==> config.mk <==
export PLATFORM = sky130hd
export DESIGN_NAME = feature_threshold_fetch
export DESIGN_NICKNAME = d
export VERILOG_FILES = /design/src/rtl/feature_threshold_fetch.sv
export SDC_FILE = /design/constraint.sdc
export NUM_CORES = 1
export LEC_CHECK = 0
export CORE_MARGIN = 8
export CORE_UTILIZATION = 50
export CTS_CLUSTER_SIZE = 16
export DETAILED_ROUTE_END_ITERATION = 10
export MAX_ROUTING_LAYER = met4
export PLACE_DENSITY = 0.84
export SYNTH_ARGS = -nofsm -noshare
export SYNTH_HDL_FRONTEND = slang
export SYNTH_SLANG_ARGS = --single-unit
==> constraint.sdc <==
create_clock -name clk -period 4.4 [get_ports clk]
set_input_delay 0.88 -clock clk [delete_from_list [all_inputs] [get_ports clk]]
set_output_delay 0.88 -clock clk [all_outputs]
set_load 0.05 [all_outputs]
==> src/rtl/feature_threshold_fetch.sv <==
`timescale 1ns/1ps
// feature_threshold_fetch: fetches one signed threshold per feature request from a registered ROM
// and returns the signed compare result over a valid/ready handshake.
module feature_threshold_fetch #(
  parameter int W_DATA     = 12,
  parameter int W_ADDR     = 8,
  parameter int W_SUM      = 20,
  parameter int N_FEATURES = 136
) (
  input  logic              clk,
  input  logic              rst,
  input  logic              req_valid,
  output logic              req_ready,
  input  logic [W_ADDR-1:0] req_idx,
  input  logic [W_SUM-1:0]  req_sum,
  input  logic              req_last,
  output logic              rom_en,
  output logic [W_ADDR-1:0] rom_addr,
  input  logic [W_DATA-1:0] rom_data,
  output logic              res_valid,
  input  logic              res_ready,
  output logic              res_pass,
  output logic              res_oor,
  output logic [W_SUM-1:0]  res_thr,
  output logic              res_last,
  output logic [W_ADDR-1:0] res_pos
);
  typedef enum logic [1:0] {IDLE, FETCH, CMP, OUT} state_t;
  state_t                  r_state, w_next;
  logic [W_ADDR-1:0]       r_addr, r_cnt, r_pos;
  logic [W_SUM-1:0]        r_sum, r_thr;
  logic                    r_last, r_pass, r_oor, r_res_last;
  logic                    w_accept, w_res_hs, w_oor;
  logic signed [W_SUM-1:0] w_thr;
  assign w_thr     = W_SUM'($signed(rom_data));
  assign w_oor     = int'(r_addr) >= N_FEATURES;
  assign req_ready = (r_state == IDLE) || (r_state == OUT && res_ready);
  assign w_accept  = req_valid && req_ready;
  assign w_res_hs  = res_valid && res_ready;
  assign rom_en    = r_state == FETCH;
  assign rom_addr  = r_addr;
  assign res_valid = r_state == OUT;
  assign res_pass  = r_pass;
  assign res_oor   = r_oor;
  assign res_thr   = r_thr;
  assign res_last  = r_res_last;
  assign res_pos   = r_pos;
  always_comb begin
    w_next = r_state;
    unique case (r_state)
      IDLE:  w_next = req_valid ? FETCH : IDLE;
      FETCH: w_next = CMP;
      CMP:   w_next = OUT;
      OUT:   w_next = res_ready ? (req_valid ? FETCH : IDLE) : OUT;
    endcase
  end
  always_ff @(posedge clk or negedge rst) begin
    if (!rst) begin
      r_state    <= IDLE;
      r_addr     <= '0;
      r_sum      <= '0;
      r_last     <= 1'b0;
      r_pass     <= 1'b0;
      r_oor      <= 1'b0;
      r_thr      <= '0;
      r_res_last <= 1'b0;
      r_pos      <= '0;
      r_cnt      <= '0;
    end else begin
      r_state <= w_next;
      if (w_accept) begin
        r_addr <= req_idx;
        r_sum  <= req_sum;
        r_last <= req_last;
      end
      // out-of-range entries read back as zero but must never pass
      if (r_state == CMP) begin
        r_pass     <= !w_oor && ($signed(r_sum) >= w_thr);
        r_oor      <= w_oor;
        r_thr      <= w_thr;
        r_res_last <= r_last;
        r_pos      <= r_cnt;
      end
      if (w_res_hs) r_cnt <= r_res_last ? '0 : r_cnt + 1'b1;
    end
  end
endmodule
Word level (Yosys, flattened, before mapping)
Cells that the tools add are included.
- latch bits: 0
- ROM bits: 0
- output and inout bits: 42
- memories: 0
- logic and storage cells: 26
- register bits: 62
- bits of input ports: 45
- RAM bits: 0
- multiplexer cells: 4
- shifts and indexed selects: 0
- $mul: 0
- order comparisons: 2
- $add $sub $neg: 1
- eq/ne operators: 3
- bitwise gates (word level): 0
- divide/modulo/power cells: 0
- reduce and logical (&&, ||, !) cells: 6
- operator list (cell ; number):
    greater-or-equal comparator 20 x 12 -> 1 bit ; 1
    adder 8 x 1 -> 8 bit (second input constant) ; 1
    greater-or-equal comparator 8 bit (second input constant) ; 1
    two-way mux 8 bit ; 1
    one-hot mux 2 bit (4 select lines) ; 1
    equality test 2 bit (second input constant) ; 2
    logical AND 1 bit ; 3
    equality test 2 x 1 -> 1 bit (second input constant) ; 1
    logical NOT 2 bit ; 1
    two-way mux 2 bit ; 1
    logical NOT 1 bit ; 1
    logical OR 1 bit ; 1
    two-way mux 1 bit ; 1

Depth between registers and ports, before layout
Gate-level depths: netlist of run 1.
- depth after elaboration: 4
- depth in mapped cells: 8
- depth with buffers taken out: 8

Worst setup path after synthesis of run 1
Ideal clock, no wire load.
- kind: input to register
- start point: input port rom_data[11]
- end point: register r_pass, in the netlist res_pass
- path slack: 1.985 ns
- setup time: 0.104 ns
- cell stages on the path: 7
- arrival: 2.312 ns
- required time: 4.296 ns
- buffers on the path: 0
- cell sequence: inv_1 -> ha_1 -> and4_1 -> a221oi_1 -> o2111ai_1 -> xor2_1 -> a221oi_1
- longest elaborated chain between the ends: 2
- RTL lines (element ; line ; source):
    start, declared ; 19 ; input logic [W_DATA-1:0] rom_data,
    greater-or-equal comparator 20 x 12 -> 1 bit ; 78 ; r_pass <= !w_oor && ($signed(r_sum) >= w_thr);
    logical AND 1 bit ; 78 ;
    end signal, assigned ; 78 ;
    end, declared ; 32 ; logic r_last, r_pass, r_oor, r_res_last;
No other way between the ends.
A chain may end at the register's enable or synchronous reset.

Worst setup path after layout of run 1
- start point: input port res_ready
- end point: output port req_ready
- longest elaborated chain between the ends: 2
- RTL lines (element ; line ; source):
    start, declared ; 21 ; input logic res_ready,
    logical AND 1 bit ; 37 ; assign req_ready = (r_state == IDLE) || (r_state == OUT && res_ready);
    logical OR 1 bit ; 37 ;
    end, declared ; 13 ; output logic req_ready,
No other way between the ends.

==> impl_results.md, run 1 <==
- WP data required: approximately 3.5 ns
- Max frequency: 292 MHz
- Final Skew: between 0.004 and 0.005 ns
- Root buf cell: clkbuf_8
- Post_cts resized: 0
- I/O pin cnt: slightly below 90
- Layout Nets: approximately 400
- Drt pass-1 iters: 6
- Crit-path most repeated cell: clkdlybuf4s50_1
- Grt ovf: 0
- Share of the yosys chip area belonging to registers: about half
- Post-CTS Hold Buffers: 0
- Syn Area/Cell: 11.9 µm²
- Drt via density: a little over 5
- Iteration-0 DRC Markers: 94
- Final period utilization: slightly below 80%
- Setup crit end kind: primary output
- Vias in the first global route: 2202
- Yosys cell types: 32
- Mapped Area: 3010 µm²
- Core area: 5890 µm²
- LEAKAGE: about 1.9 nW
- Detailed Place HPWL: between 4000 and 5000 µm
- Register area: 1550 µm²
- Worst-skew pair later-pin latency: between 0.3 and 0.4 ns
- Multi-input logic area: around 1300 µm²
- Layout cells sized above 1: ~18%
- Max stage delay on crit path: around 0.84 ns
- Clock transition at path regs: about 0.06 ns
- H-tree levels: 3
- Post-Syn Nets: about 320
- Die area: slightly below 9000 µm²
- Number of routed nets with antenna violations: 0
- Global Route Usage Sum: between 10% and 20%
- Post-synthesis async set-or-reset flop share: 100%
- Flop and latch count out of synthesis: just over 60
- CP Cell Sequence: clkdlybuf4s50_1 -> nand3_4 -> o21ai_2 -> clkdlybuf4s50_1
- Ys flop type: dfrtp_1
- Maxcap violations: 0
- Ys Warns: 0
- Post-Synthesis Cells: 253
- Setup bufs post-CTS: 0
- Pwr/cell area: between 700 and 800 nW/µm²
- CTS tree: built
- Top cell type's share of synthesized area: 51.5%
- Setup Crit Path Kind: in2out
- Port bufs: 86
- Final min period: between 3 and 4 ns
- Drt drc: 0
- Post-synth EDFFs: 0
- Worst Hold Class: reg2reg
- Least-Margin Pin Slew: between 0.7 and 0.8 ns
- Hold_ws: about 0.48 ns
- Design Power: 3.21 mW
- Relative slew slack: between 40 and 50%
- Total negative slack: 0 ns
- Routed wire per std cell: between 15 and 20 µm
- Worst-case clock buffer depth: 2
- Max VDD drop: about 500 µV
- Layout area overhead: 34.6%
- Endpoints failing hold: 0
- Initial antenna violation count: 0
- Diode count: 0
- Dominant cell type by area after synthesis: dfrtp_1
- First-pass GRT wire length: a little over 10000 µm
- Clk sink count: 62
- CP Launch Type: primary input
- Area contributors post-synth: dfrtp_1 52%, mux2_2 11%, ha_1 8.7%
- Critical path's slowest cell: clkdlybuf4s50_1
- Worst reg-to-reg setup slack: around 2.5 ns
- Crit-path max FO: 10
- RSZ-0062 raised after global routing: no
- Largest net degree at the start of global routing: 37
- Fillers: ~440
- Max Transition Viols Final: 0
- RePlAce Congestion: ~0.76
- Initial Utilization: around half
- Crit path DAT: around 2.6 ns
- Die X: roughly 94 µm
- Die Span Y: approximately 94 µm
- Cell row count: 28
- Outcome: finished clean
- TritonCTS buffer count: 9
- Via count: between 2000 and 2500
- Routed wire length: 6400 µm
- Setup violators final: 0
==> cells in the mapped netlist (2+ instances only) <==
| cell | number |
|---|---|
| dfrtp_1 | 62 |
| mux2_4 | 10 |
| nor2_1 | 4 |
| buf_4 | 9 |
| nand3_1 | 7 |
| and4_1 | 5 |
| buf_6 | 2 |
| nand2_1 | 25 |
| a21oi_1 | 14 |
| inv_1 | 17 |
| a221oi_1 | 2 |
| mux2_2 | 30 |
| nor3_1 | 3 |
| a21o_1 | 4 |
| xor2_1 | 3 |
| buf_2 | 2 |
| and3_1 | 2 |
| ha_1 | 21 |
| o21ai_0 | 17 |
| clkbuf_1 | 2 |
==> kinds of logic (layout without fill, tap and decap cells) <==
group / after synthesis / in the layout / synth area share (%)
xor+xnor: 4 / 4 / 1.16
flops: 62 / 62 / 51.5
simple gates: 53 / 53 / 9.06
mux: 40 / 40 / 16.2
buf+inv: 33 / 120 / 5.82
compound gates: 40 / 40 / 7.52
fa+ha+maj: 21 / 21 / 8.72
==> final cells by class <==
cell class,count,area share [%]
flip-flops and latches,62,38.3
multi-input cells,158,31.7
repair buffers,88,21.5
clock buffers,10,3.40
well taps,75,2.32
inverters,17,1.57
clock inverters,5,1.23
==> sequential cells by signal, indices dropped and copies added (netlist names) <==
signal,cells
r_cnt,8
res_pos,8
rom_addr,8
r_last,1
r_sum,20
res_pass,1
res_oor,1
res_last,1
res_thr,12
r_state,2
==> placed cells by master, fill, tap and decap left out, types with 5 or more instances in the layout <==
master	instances
nand3_1	7
o21ai_0	17
dfrtp_1	62
clkbuf_8	10
mux2_2	30
and4_1	5
nand2_1	25
clkdlybuf4s50_1	85
mux2_4	10
a21oi_1	14
inv_1	17
ha_1	21
==> critical path: cells and delay by family <==
kind,cells,cell delay (ns)
buffers and inverters,2,1.39
AND/OR/NAND/NOR,1,0.15
AO/OA/AOI/OAI,1,0.13
==> worst paths after layout <==
| kind | start | endpoint | depth (start not counted) |
|---|---|---|---|
| max | res_ready | req_ready | 4 |
| min | res_thr[6] | res_thr[6] | 2 |
| max reg2reg | r_sum[7] | res_pass | 7 |
| min reg2reg | res_thr[6] | res_thr[6] | 2 |
| max in group asynchronous | rst | r_sum[12] | 2 |
| min in group asynchronous | rst | r_sum[10] | 1 |
==> metrics by stage <==
step           setup WS (ns)  cells  utilization (%)  area, µm²
5_1_grt                0.914    415             68.9       4050
3_3_place_gp            1.01    400             65.7       3860
6_report               0.971    415             68.9       4050
4_1_cts                0.960    415             68.9       4050
3_5_place_dp           0.966    400             65.7       3860
2_1_floorplan           1.98    253                -       3010
==> power breakdown <==
group          leakage [nW]  internal, mW  switching, mW
Clock                 0.102         0.270          0.206
Combinational          1.04         0.697           1.03
Sequential            0.754         0.824          0.187
==> layer usage <==
layer  vias up  global-route usage (%)  part of all wire [%]
li1       1046                       -                     -
met5         -                       -                     0
met3        10                    2.88                   5.4
met1       979                    18.5                    45
met2        61                    24.8                    47
met4         0                    8.32                   1.9
No activity file was read; power rests on OpenSTA's default activity.
==> inputs of run 2 (changes only) <==
Settings changed: CORE_UTILIZATION 50 to 48, PLACE_DENSITY 0.84 to 0.81.
Clock period 4.4 ns to 3.4 ns, I/O delays scaled along.
==> run 2 against run 1 <==
Effect of this change: clock skew up 0.0066 ns; worst hold slack got worse by 0.062 ns; critical endpoint unchanged; core utilization down 3.7 points; critical path depth stayed put.
==> impl_results.md, run 2 (same netlist as run 1, synthesis figures left out) <==
- Setup crit end kind: primary output
- Worst-skew pair later-pin latency: 0.33 ns
- Die X: approximately 95 µm
- Number of routed nets with antenna violations: 0
- I/O pin cnt: 87
- Clk sink count: just over 60
- Die area: just over 9000 µm²
- CTS tree: built
- Clock transition at path regs: ~0.060 ns
- Setup Crit Path Kind: in2out
- Via count: between 2000 and 2500
- Max VDD drop: approximately 640 µV
- Layout area overhead: 34.2%
- Max Transition Viols Final: 0
- Root buf cell: clkbuf_8
- Most frequent cells in the layout: 85 x clkdlybuf4s50_1, 62 x dfrtp_1, 30 x mux2_2
- Cell row count: 29
- Routed wire length: between 6000 and 7000 µm
- Largest register FFs: 20
- CP Launch Type: primary input
- H-tree levels: 3
- Grt ovf: 0
- Global Route Usage Sum: about 16%
- CP Cell Sequence: clkdlybuf4s50_1 -> nand3_4 -> o21ai_2 -> clkdlybuf4s50_1
- Die Span Y: between 90 and 100 µm
- Placed cell count: between 400 and 500
- Largest net degree at the start of global routing: 33
- Drt drc: 0
- Crit-path max FO: 10
- Total negative slack: 0 ns
- Largest register by flop count: r_sum
- Max frequency: about 330 MHz
- Setup violators final: 0
- Pwr/cell area: 1010 nW/µm²
- Outcome: finished clean
- Least-Margin Pin Slew: around 0.79 ns
- Drt via density: approximately 5
- RSZ-0062 raised after global routing: no
- Layout cells sized above 1: between 15 and 20%
- Port bufs: 86
- Worst-case clock buffer depth: 2
- Routed wire per std cell: between 15 and 20 µm
- Crit path DAT: about 2.3 ns
- Max stage delay on crit path: between 0.8 and 0.9 ns
- TritonCTS buffer count: 9
- Post_cts resized: 0
- Initial antenna violation count: 0
- Diode count: 0
- RePlAce Congestion: about 0.75
- Post-route cell area: around 4000 µm²
- First-pass GRT wire length: 10700 µm
- Dpl cell area: ~3900 µm²
- Final cell count without fillers: about 420
- Finished Core Util: about two thirds
- Worst Hold Class: in2async
- Fillers: 486
- Commonest non-fill, non-tap cell in the layout: clkdlybuf4s50_1
- WP data required: about 2.7 ns
- Final period utilization: between 80% and 90%
- Vias in the first global route: 2244
- Maxcap violations: 0
- Drt pass-1 iters: 4
- Relative slew slack: 47.2%
- Post-CTS Hold Buffers: 0
- Crit-path most repeated cell: clkdlybuf4s50_1
- Final Skew: between 0.01 and 0.015 ns
- Endpoints failing hold: 0
- Core area: between 6000 and 7000 µm²
- Detailed Place HPWL: ~5000 µm
- LEAKAGE: between 1.5 and 2 nW
- Initial Utilization: 48.5%
- Critical path's slowest cell: clkdlybuf4s50_1
- Final min period: between 3 and 4 ns
- Setup bufs post-CTS: 0
- Iteration-0 DRC Markers: 76
- Layout Nets: 403
## run 2: power by group
part | switching, mW | internal, mW | total, mW
Combinational | 1.33 | 0.903 | 2.23
Clock | 0.274 | 0.281 | 0.555
Sequential | 0.238 | 1.07 | 1.30
## run 2: metrics by stage
step	power, mW	hold WS [ns]	worst slack (ns)
floorplan	2.92	0.384	1.18
global placement	3.51	0.463	0.407
detailed placement	3.58	0.469	0.388
CTS	4.14	0.427	0.382
global route	4.36	0.453	0.335
finish	4.09	0.413	0.388
## run 2: path summary, 6_finish.rpt
path                                   from          end  slack, ns  cells past startpoint
min in group clk                res_thr[10]  res_thr[10]       0.48                      2
worst min register to register  res_thr[10]  res_thr[10]       0.48                      2
worst max register to register     r_sum[5]     res_pass       1.52                      7
max in group asynchronous               rst    r_sum[18]       2.28                      2
worst min-delay path                    rst    r_sum[13]       0.41                      1
worst max-delay path              res_ready    req_ready       0.39                      4
## run 2: final cells by class
cell class,count,area [µm²],share of cell area (%)
inverters,17,63.8,1.58
clock buffers,12,145,3.59
repair buffers,89,878,21.7
clock inverters,4,22.5,0.557
flip-flops and latches,62,1550,38.4
well taps,77,96.3,2.38
multi-input cells,158,1280,31.8
## run 2: layer usage
metal  global-route usage (%)  share of wire (%)  vias to the layer above
li1                         -                  -                     1044
met2                     24.5                 48                       56
met4                     6.24                1.2                        0
met5                        -                  0                        -
met1                     18.6                 44                      997
met3                     4.80                7.0                        6
## run 2: critical path, delay by kind of cell
kind | cells | cell delay, ns
AOI/OAI and AO/OA | 1 | 0.12
and+or+nand+nor | 1 | 0.15
buffers and inverters | 2 | 1.38
